--- src/rtl/parity_generator.sv ---
`default_nettype none
// ============================================================================
// Module   : parity_generator
// Brief    : AXI-Stream pass-through that appends one XOR parity beat per packet.
// Revision : 1.0
// ============================================================================
module parity_generator #(
  parameter int unsigned DATA_WIDTH = 8,
  parameter int unsigned ODD        = 0,
  parameter int unsigned CNT_WIDTH  = 16
) (
  input  logic                  inclock,
  input  logic                  reset,
  input  logic                  axis_s_tvalid,
  input  logic [DATA_WIDTH-1:0] axis_s_tdata,
  input  logic                  axis_s_tlast,
  output logic                  axis_s_tready,
  output logic                  axis_m_tvalid,
  output logic [DATA_WIDTH-1:0] axis_m_tdata,
  output logic                  axis_m_tlast,
  input  logic                  axis_m_tready,
  output logic [CNT_WIDTH-1:0]  pkt_count
);

  localparam logic [DATA_WIDTH-1:0] c_odd_mask = {DATA_WIDTH{(ODD != 0)}};

  typedef enum logic [0:0] {
    S_PASS   = 1'b0,
    S_APPEND = 1'b1
  } state_t;

  state_t                r_state;
  state_t                w_state_next;
  logic [DATA_WIDTH-1:0] r_acc;
  logic [DATA_WIDTH-1:0] r_m_tdata;
  logic                  r_m_tvalid;
  logic                  r_m_tlast;
  logic [CNT_WIDTH-1:0]  r_pkt_count;
  logic                  w_free;
  logic                  w_in_hs;
  logic                  w_parity_hs;

  // Output register can take a new beat if empty or draining this edge.
  assign w_free        = !r_m_tvalid || axis_m_tready;
  assign axis_s_tready = !reset && (r_state == S_PASS) && w_free;
  assign w_in_hs       = axis_s_tvalid && axis_s_tready;
  assign w_parity_hs   = r_m_tvalid && axis_m_tready && r_m_tlast;

  assign axis_m_tvalid = r_m_tvalid;
  assign axis_m_tdata  = r_m_tdata;
  assign axis_m_tlast  = r_m_tlast;
  assign pkt_count     = r_pkt_count;

  always_ff @(posedge inclock) begin
    if (reset) begin
      r_state <= S_PASS;
    end else begin
      r_state <= w_state_next;
    end
  end

  always_comb begin
    w_state_next = r_state;
    case (r_state)
      S_PASS: begin
        if (w_in_hs && axis_s_tlast) begin
          w_state_next = S_APPEND;
        end
      end
      S_APPEND: begin
        if (w_free) begin
          w_state_next = S_PASS;
        end
      end
      default: w_state_next = S_PASS;
    endcase
  end

  always_ff @(posedge inclock) begin
    if (reset) begin
      r_m_tvalid  <= 1'b0;
      r_m_tdata   <= '0;
      r_m_tlast   <= 1'b0;
      r_acc       <= '0;
      r_pkt_count <= '0;
    end else begin
      if (w_parity_hs) begin
        r_pkt_count <= r_pkt_count + CNT_WIDTH'(1);
      end
      case (r_state)
        S_PASS: begin
          if (w_in_hs) begin
            r_m_tvalid <= 1'b1;
            r_m_tdata  <= axis_s_tdata;
            r_m_tlast  <= 1'b0;
            r_acc      <= r_acc ^ axis_s_tdata;
          end else if (axis_m_tready) begin
            r_m_tvalid <= 1'b0;
          end
        end
        S_APPEND: begin
          // Accumulator already holds the last data beat of the packet.
          if (w_free) begin
            r_m_tvalid <= 1'b1;
            r_m_tdata  <= r_acc ^ c_odd_mask;
            r_m_tlast  <= 1'b1;
            r_acc      <= '0;
          end
        end
        default: ;
      endcase
    end
  end

endmodule
`default_nettype wire

--- config.mk ---
export PLATFORM = sky130hd
export DESIGN_NAME = parity_generator
export DESIGN_NICKNAME = d
export VERILOG_FILES = /design/src/rtl/parity_generator.sv
export SDC_FILE = /design/constraint.sdc
export NUM_CORES = 1
export LEC_CHECK = 0
export ABC_AREA = 1
export BUFFER_PORTS_ARGS = -buffer_cell sky130_fd_sc_hd__buf_4
export CAP_MARGIN = 30
export CORE_MARGIN = 4
export CORE_UTILIZATION = 31
export CTS_BUF_LIST = sky130_fd_sc_hd__clkbuf_4 sky130_fd_sc_hd__clkbuf_8
export DETAILED_ROUTE_END_ITERATION = 7
export REMOVE_ABC_BUFFERS = 1
export SLEW_MARGIN = 40
export SYNTH_ARGS = -nofsm -noshare
export SYNTH_HDL_FRONTEND = slang
export SYNTH_SLANG_ARGS = --single-unit
--- constraint.sdc ---
create_clock -name inclock -period 3.99 [get_ports inclock]
set_clock_uncertainty 0.15 [all_clocks]
set_input_delay 0.798 -clock inclock [delete_from_list [all_inputs] [get_ports inclock]]
set_output_delay 0.798 -clock inclock [all_outputs]
set_load 0.05 [all_outputs]
==> flow_results.xml, run 1 <==
<?xml version="1.0" encoding="UTF-8"?>
<metrics>
  <group name="status">
    <metric name="outcome" unit="">finished, final reports clean</metric>
  </group>
  <group name="clocking">
    <metric name="clock_insertion_delay_at_the_later_pin_of_the_skew_report" unit="ps">290</metric>
    <metric name="htree_num_levels" unit="">2</metric>
    <metric name="cts.clk_slew.worst_paths" unit="ps">70</metric>
    <metric name="ctsResizeCount" unit="">0</metric>
    <metric name="post-cts-setup-buffer-count" unit="">0</metric>
    <metric name="tritoncts" unit="">done</metric>
    <metric name="clock_tree.buffer_depth" unit="">2</metric>
    <metric name="ctsRootBufferMaster" unit="">sky130_fd_sc_hd__clkbuf_8</metric>
    <metric name="holdBufCountCts" unit="">0</metric>
    <metric name="numCtsBuffers" unit="">5</metric>
    <metric name="cts_sinks" unit="">35</metric>
  </group>
  <group name="finish">
    <metric name="final_layout_size_suffix_gt1_share" unit="%">18.77</metric>
    <metric name="most_used_cells_in_the_layout_excluding_fill_and_tap_cells" unit="">sky130_fd_sc_hd__nand2_1 (65), sky130_fd_sc_hd__nor2_1 (43), sky130_fd_sc_hd__buf_4 (40)</metric>
    <metric name="antenna_cells" unit="">0</metric>
    <metric name="postLayoutCoreUtil" unit="%">40.79</metric>
    <metric name="area.growth.synth_to_final" unit="%">25.80</metric>
    <metric name="fin_nets" unit="">307</metric>
    <metric name="mostFrequentLayoutCell" unit="">sky130_fd_sc_hd__nand2_1</metric>
  </group>
  <group name="setup_path">
    <metric name="cp.required" unit="ps">3040</metric>
    <metric name="cp-startpoint" unit="">axis_m_tready</metric>
    <metric name="worst_path_dominant_cell_family" unit="">buffers and inverters</metric>
    <metric name="regToRegEndpoint" unit="">axis_m_tdata[4]</metric>
    <metric name="worst-endpoint-arrival" unit="ps">1510</metric>
    <metric name="cp-endpoint" unit="">axis_s_tready</metric>
    <metric name="timing.critical_path.fanout_max" unit="">3</metric>
    <metric name="rr_worst_depth" unit="">6</metric>
    <metric name="max_stage_delay_cell_worst_path" unit="">sky130_fd_sc_hd__buf_4</metric>
    <metric name="setup.worst_path.class" unit="">in2out</metric>
    <metric name="critPathCaptureType" unit="">primary output</metric>
    <metric name="critical-path-max-stage-delay" unit="ps">240</metric>
    <metric name="buf_inv_on_cp" unit="">4</metric>
    <metric name="path_cells" unit="">buf_4 &gt; inv_2 &gt; nand2_2 &gt; inv_1 &gt; nor3_1 &gt; buf_4</metric>
    <metric name="critical_path_depth" unit="">6</metric>
    <metric name="rr_startpoint" unit="">r_state</metric>
    <metric name="start_kind" unit="">input pin</metric>
    <metric name="critical-path-top-cell-by-count" unit="">sky130_fd_sc_hd__buf_4</metric>
    <metric name="worst-r2r-setup-slack" unit="ps">1890</metric>
  </group>
  <group name="timing">
    <metric name="finalWorstSetupSlack" unit="ps">1532</metric>
    <metric name="final_max_slew_viol_count" unit="">0</metric>
    <metric name="max_freq" unit="MHz">406.8</metric>
    <metric name="final_period_minus_worst_setup_slack" unit="ps">2458</metric>
    <metric name="worst_slew_pin_slew" unit="ps">471.0</metric>
    <metric name="hold_viol_final" unit="">0</metric>
    <metric name="setup_violations" unit="">0</metric>
    <metric name="min_period_over_period" unit="%">61.61</metric>
    <metric name="setup_repair_after_global_routing_missed_its_margin" unit="">false</metric>
    <metric name="slew_headroom" unit="%">68.56</metric>
    <metric name="totalNegativeSetupSlack" unit="ps">0</metric>
    <metric name="fin_worst_hold_slack" unit="ps">364.6</metric>
  </group>
  <group name="synth">
    <metric name="cell_accounting_for_the_most_synthesized_area" unit="">sky130_fd_sc_hd__dfxtp_1</metric>
    <metric name="ranking_of_synthesized_cells_by_area" unit="">sky130_fd_sc_hd__dfxtp_1 (42%), sky130_fd_sc_hd__nand2_1 (14%), sky130_fd_sc_hd__nor2_1 (9.6%)</metric>
    <metric name="yosys_top_cell_area_share" unit="%">41.51</metric>
    <metric name="synth.yosys.seq_area_share" unit="%">41.51</metric>
    <metric name="synth_cell_types" unit="">24</metric>
    <metric name="synth_area" unit="mm²">0.001688</metric>
    <metric name="avgSynthCellArea" unit="µm²">6.671</metric>
    <metric name="seq_cells_post_synth" unit="">35</metric>
    <metric name="synth.yosys.warnings" unit="">0</metric>
    <metric name="syn_inst" unit="">253</metric>
  </group>
  <group name="detailed_routing">
    <metric name="detailedRoute.firstIterationViolations" unit="">64</metric>
    <metric name="post_drt_via_cell_ratio" unit="">4.661</metric>
    <metric name="drc_errors" unit="">0</metric>
    <metric name="drt_pass1_iterations" unit="">4</metric>
    <metric name="vias" unit="">1692</metric>
    <metric name="wire_length_after_detailed_routing" unit="µm">4081</metric>
    <metric name="detail_route.wl_per_cell" unit="µm">11.24</metric>
    <metric name="ant_nets" unit="">0</metric>
  </group>
  <group name="global_route">
    <metric name="first_global_vias" unit="">1564</metric>
    <metric name="grt_start_max_net_pins" unit="">23</metric>
    <metric name="wire_length_of_the_first_global_routing_pass" unit="µm">7038</metric>
    <metric name="gr-total-overflow" unit="">0</metric>
    <metric name="initial_antenna_violation_count" unit="">0</metric>
    <metric name="globalRouteTotalUtil" unit="%">13.68</metric>
  </group>
  <group name="pwr">
    <metric name="power.density_cell_area" unit="mW/mm²">361.5</metric>
    <metric name="power_leakage" unit="nW">1.008</metric>
    <metric name="peakVddDrop" unit="µV">198.8</metric>
    <metric name="swShare" unit="%">29.29</metric>
    <metric name="netSwitchingPower" unit="W">0.0002248</metric>
    <metric name="clkPwrFrac" unit="%">34.3</metric>
    <metric name="seqPwrFrac" unit="%">49.4</metric>
    <metric name="combPwrFrac" unit="%">16.3</metric>
    <metric name="internal_power" unit="W">0.0005427</metric>
  </group>
  <group name="floorplan">
    <metric name="floorplan.core_area" unit="mm²">0.005205</metric>
    <metric name="initial_utilization" unit="%">32.43</metric>
    <metric name="die-area" unit="mm²">0.006690</metric>
    <metric name="die_width" unit="µm">81.79</metric>
    <metric name="floorplan.rows" unit="">26</metric>
    <metric name="chipHeight" unit="µm">81.79</metric>
    <metric name="ios" unit="">40</metric>
  </group>
  <group name="min_path">
    <metric name="min_path_type" unit="">reg2reg</metric>
    <metric name="hold_path_startpoint" unit="">r_acc[4]</metric>
  </group>
  <group name="job">
    <metric name="maxCapViolCount" unit="">0</metric>
  </group>
  <group name="place">
    <metric name="globalplace.congestion" unit="">0.7581</metric>
    <metric name="dpl.hpwl" unit="µm">2980</metric>
    <metric name="post-place-ws" unit="ps">1535</metric>
    <metric name="portBuffers" unit="">39</metric>
  </group>
</metrics>
[routing by layer]
metal  share of wire (%)  GRT usage (%)
met1                  45          16.07
met2                  47          22.54
met3                 6.7          5.154
met4                 1.5          5.150
met5                   0              0
[worst reg2reg max path, stage by stage (launching register included)]
cell and delay (ps):
sky130_fd_sc_hd__dfxtp_1 430, sky130_fd_sc_hd__inv_1 420, sky130_fd_sc_hd__nand4_4 210, sky130_fd_sc_hd__nand2_2 350, sky130_fd_sc_hd__inv_1 240, sky130_fd_sc_hd__nor2_1 140
sky130_fd_sc_hd__nor2_1 60
[power by group through the flow]
| stage | Sequential (W) | Clock [W] | Combinational, W |
|---|---|---|---|
| 2_1_floorplan | 0.000419 | 0 | 0.0000495 |
| 3_5_place_dp | 0.000387 | 0 | 0.000126 |
| 5_1_grt | 0.000382 | 0.000289 | 0.000137 |
| 4_1_cts | 0.000380 | 0.000272 | 0.000126 |
| 6_report | 0.000379 | 0.000263 | 0.000125 |
| 3_3_place_gp | 0.000388 | 0 | 0.000125 |
[synthesized netlist by cell type (all sizes together)]
cell type / number
nand2: 68
nor2: 46
dfxtp: 35
inv: 28
nand3: 24
a21oi: 16
o21ai: 12
nor3: 5
buf: 4
nand4: 4
xor2: 4
clkbuf: 3
a31oi: 1
ha: 1
nor3b: 1
o21a: 1
[flip-flops by register name, indices dropped and copies added (netlist names)]
| signal | count |
|---|---|
| axis_m_tvalid | 1 |
| axis_m_tdata | 8 |
| r_acc | 8 |
| r_state | 1 |
| axis_m_tlast | 1 |
| pkt_count | 16 |
[logic make-up (layout without fill, tap and decap cells)]
group	count (synthesis)	count (layout)	share of synthesized area, %
and+or+nand+nor	148	148	37.95
DFF	35	35	41.51
buffers and inverters	35	75	8.599
AOI/OAI and AO/OA	30	30	9.118
xor gates and xnor gates	4	4	2.075
adders and majority gates	1	1	0.7412
[worst min-delay path by stage]
stage               slack [ps]               to  cells after the start
global placement           340         r_acc[0]                      2
floorplan                  320         r_acc[0]                      2
finish                     360         r_acc[4]                      2
global route               390  axis_m_tdata[7]                      2
CTS                        370         r_acc[6]                      2
detailed placement         350  axis_m_tdata[0]                      2
[final cells by class]
class,instances,area [µm²]
flip-flops and latches,35,700.7
repair buffers,40,300.3
clock buffers,6,82.58
well taps,70,87.58
fillers,566,3082
inverters,28,105.1
clock inverters,1,5.005
multi-input cells,183,842.1
[through the flow]
step | total power (W) | instances | cell area [µm²]
6_report | 0.0007676 | 363 | 2123
3_3_place_gp | 0.0005128 | 356 | 2036
3_5_place_dp | 0.0005131 | 356 | 2036
4_1_cts | 0.0007773 | 363 | 2123
2_1_floorplan | 0.0004683 | 246 | 1648
5_1_grt | 0.0008083 | 363 | 2123
Note: power is estimated with default switching activity, not from simulation.
==> run 2, diff against run 1 <==
==> constraint.sdc (replaced) <==
create_clock -name inclock -period 2.1 [get_ports inclock]
set_clock_uncertainty 0.15 [all_clocks]
set_input_delay 0.42 -clock inclock [delete_from_list [all_inputs] [get_ports inclock]]
set_output_delay 0.42 -clock inclock [all_outputs]
set_load 0.05 [all_outputs]
==> run 2 against run 1 <==
Net effect: setup slack lost 1300 ps; combinational power grew 94%; core utilization rose by 0.31 points; wire length shrank 0.64%; flip-flop and latch count unchanged; power is 91% higher; clock-buffer cell count rose by 1; via count is 1.2% lower; critical path depth fell by 2; cell count increased by 0.83%; clock power rose by 90%.
==> flow_results.xml, run 2 (synthesis results as in run 1) <==
<?xml version="1.0" encoding="UTF-8"?>
<metrics>
  <group name="global_route">
    <metric name="wire_length_of_the_first_global_routing_pass" unit="µm">7044</metric>
    <metric name="first_global_vias" unit="">1595</metric>
    <metric name="grt_start_max_net_pins" unit="">23</metric>
    <metric name="globalRouteTotalUtil" unit="%">13.61</metric>
    <metric name="gr-total-overflow" unit="">0</metric>
    <metric name="initial_antenna_violation_count" unit="">0</metric>
  </group>
  <group name="setup_path">
    <metric name="regToRegEndpoint" unit="">axis_m_tdata[2]</metric>
    <metric name="cp-startpoint" unit="">axis_m_tvalid</metric>
    <metric name="start_kind" unit="">flip-flop</metric>
    <metric name="path_cells" unit="">nand2_2 &gt; inv_1 &gt; nor3_1 &gt; buf_4</metric>
    <metric name="rr_startpoint" unit="">r_state</metric>
    <metric name="critical_path_depth" unit="">4</metric>
    <metric name="worst-r2r-setup-slack" unit="ps">380</metric>
    <metric name="max_stage_delay_cell_worst_path" unit="">sky130_fd_sc_hd__dfxtp_1</metric>
    <metric name="buf_inv_on_cp" unit="">2</metric>
    <metric name="timing.critical_path.fanout_max" unit="">5</metric>
    <metric name="rr_worst_depth" unit="">6</metric>
    <metric name="setup.worst_path.class" unit="">reg2out</metric>
    <metric name="critical-path-max-stage-delay" unit="ps">350</metric>
    <metric name="worst_path_dominant_cell_family" unit="">flip-flops</metric>
    <metric name="worst-endpoint-arrival" unit="ps">1250</metric>
    <metric name="cp.required" unit="ps">1530</metric>
    <metric name="critPathCaptureType" unit="">primary output</metric>
  </group>
  <group name="clocking">
    <metric name="holdBufCountCts" unit="">0</metric>
    <metric name="numCtsBuffers" unit="">5</metric>
    <metric name="ctsResizeCount" unit="">0</metric>
    <metric name="clock_insertion_delay_at_the_later_pin_of_the_skew_report" unit="ps">290</metric>
    <metric name="cts_sinks" unit="">35</metric>
    <metric name="clock_tree.buffer_depth" unit="">2</metric>
    <metric name="cts.clk_slew.worst_paths" unit="ps">70</metric>
    <metric name="post-cts-setup-buffer-count" unit="">0</metric>
    <metric name="htree_num_levels" unit="">2</metric>
    <metric name="tritoncts" unit="">done</metric>
    <metric name="ctsRootBufferMaster" unit="">sky130_fd_sc_hd__clkbuf_8</metric>
  </group>
  <group name="detailed_routing">
    <metric name="drt_pass1_iterations" unit="">4</metric>
    <metric name="wire_length_after_detailed_routing" unit="µm">4055</metric>
    <metric name="detailedRoute.firstIterationViolations" unit="">67</metric>
    <metric name="drc_errors" unit="">0</metric>
    <metric name="post_drt_via_cell_ratio" unit="">4.566</metric>
    <metric name="ant_nets" unit="">0</metric>
    <metric name="detail_route.wl_per_cell" unit="µm">11.08</metric>
    <metric name="vias" unit="">1671</metric>
  </group>
  <group name="pwr">
    <metric name="power.density_cell_area" unit="mW/mm²">683.7</metric>
    <metric name="internal_power" unit="W">0.001036</metric>
    <metric name="combPwrFrac" unit="%">16.6</metric>
    <metric name="netSwitchingPower" unit="W">0.0004265</metric>
    <metric name="power_leakage" unit="nW">1.019</metric>
    <metric name="peakVddDrop" unit="µV">401.9</metric>
    <metric name="seqPwrFrac" unit="%">49.2</metric>
    <metric name="swShare" unit="%">29.15</metric>
    <metric name="post_layout_total_power" unit="W">0.001463</metric>
    <metric name="clkPwrFrac" unit="%">34.2</metric>
  </group>
  <group name="floorplan">
    <metric name="die-area" unit="mm²">0.006690</metric>
    <metric name="chipHeight" unit="µm">81.79</metric>
    <metric name="ios" unit="">40</metric>
    <metric name="floorplan.rows" unit="">26</metric>
    <metric name="floorplan.core_area" unit="mm²">0.005205</metric>
    <metric name="die_width" unit="µm">81.79</metric>
    <metric name="initial_utilization" unit="%">32.43</metric>
  </group>
  <group name="place">
    <metric name="post-place-ws" unit="ps">377.7</metric>
    <metric name="portBuffers" unit="">39</metric>
    <metric name="post-place-cells" unit="">358</metric>
    <metric name="dpl.hpwl" unit="µm">2937</metric>
    <metric name="globalplace.congestion" unit="">0.7758</metric>
  </group>
  <group name="timing">
    <metric name="worst_slew_pin_slew" unit="ps">417.3</metric>
    <metric name="finalWorstSetupSlack" unit="ps">276.1</metric>
    <metric name="max_freq" unit="MHz">548.3</metric>
    <metric name="fin_worst_hold_slack" unit="ps">236.7</metric>
    <metric name="setup_repair_after_global_routing_missed_its_margin" unit="">false</metric>
    <metric name="final_max_slew_viol_count" unit="">0</metric>
    <metric name="slew_headroom" unit="%">72.14</metric>
    <metric name="setup_violations" unit="">0</metric>
    <metric name="final_period_minus_worst_setup_slack" unit="ps">1824</metric>
    <metric name="totalNegativeSetupSlack" unit="ps">0</metric>
    <metric name="hold_viol_final" unit="">0</metric>
    <metric name="min_period_over_period" unit="%">86.85</metric>
  </group>
  <group name="min_path">
    <metric name="min_path_type" unit="">in2reg</metric>
    <metric name="hold_path_startpoint" unit="">reset</metric>
    <metric name="timing.hold.worst_endpoint" unit="">r_acc[1]</metric>
    <metric name="min_delay_path_depth" unit="">2</metric>
  </group>
  <group name="finish">
    <metric name="antenna_cells" unit="">0</metric>
    <metric name="most_used_cells_in_the_layout_excluding_fill_and_tap_cells" unit="">sky130_fd_sc_hd__nand2_1 (65), sky130_fd_sc_hd__nor2_1 (43), sky130_fd_sc_hd__buf_4 (42)</metric>
    <metric name="area.growth.synth_to_final" unit="%">26.76</metric>
    <metric name="layoutNonFillerInstCount" unit="">366</metric>
    <metric name="flip_flop_count_of_the_largest_register_after_layout" unit="">16</metric>
    <metric name="fin_nets" unit="">309</metric>
    <metric name="final_layout_size_suffix_gt1_share" unit="%">19.59</metric>
    <metric name="mostFrequentLayoutCell" unit="">sky130_fd_sc_hd__nand2_1</metric>
  </group>
  <group name="status">
    <metric name="outcome" unit="">finished, final reports clean</metric>
  </group>
  <group name="job">
    <metric name="maxCapViolCount" unit="">0</metric>
  </group>
</metrics>
run 2: cell type report:
cell class | count | area, µm²
Fill cell | 581 | 3065
Multi-Input combinational cell | 183 | 842.1
Sequential cell | 35 | 700.7
Timing Repair Buffer | 42 | 315.3
Inverter | 28 | 105.1
Tap cell | 70 | 87.58
Clock buffer | 7 | 83.83
Clock inverter | 1 | 5.005
run 2: worst max-delay path by stage:
stage,to
3_5_place_dp,r_acc[2]
4_1_cts,axis_s_tready
2_1_floorplan,axis_s_tready
6_report,axis_s_tready
5_1_grt,axis_s_tready
3_3_place_gp,axis_s_tready
run 2: per-layer routing:
layer	wire length, µm	vias up	global-route usage (%)
li1	-	882	-
met1	1905	744	16.33
met2	1856	38	22.37
met3	241	7	4.715
met4	51	0	4.983
met5	0	-	0
run 2: through the flow:
step | cell area [µm²] | utilization, %
after floorplan | 1648 | -
after global placement | 2051 | 39.40
after detailed placement | 2051 | 39.40
after CTS | 2140 | 41.11
after global routing | 2140 | 41.11
final | 2140 | 41.11
run 2: power groups by stage:
stage	logic (W)	registers, W	clock network (W)
after floorplan	0.0000941	0.000796	0
after global routing	0.000268	0.000725	0.000547
after detailed placement	0.000245	0.000735	0
after CTS	0.000246	0.000720	0.000519
after global placement	0.000243	0.000735	0
final	0.000243	0.000720	0.000500
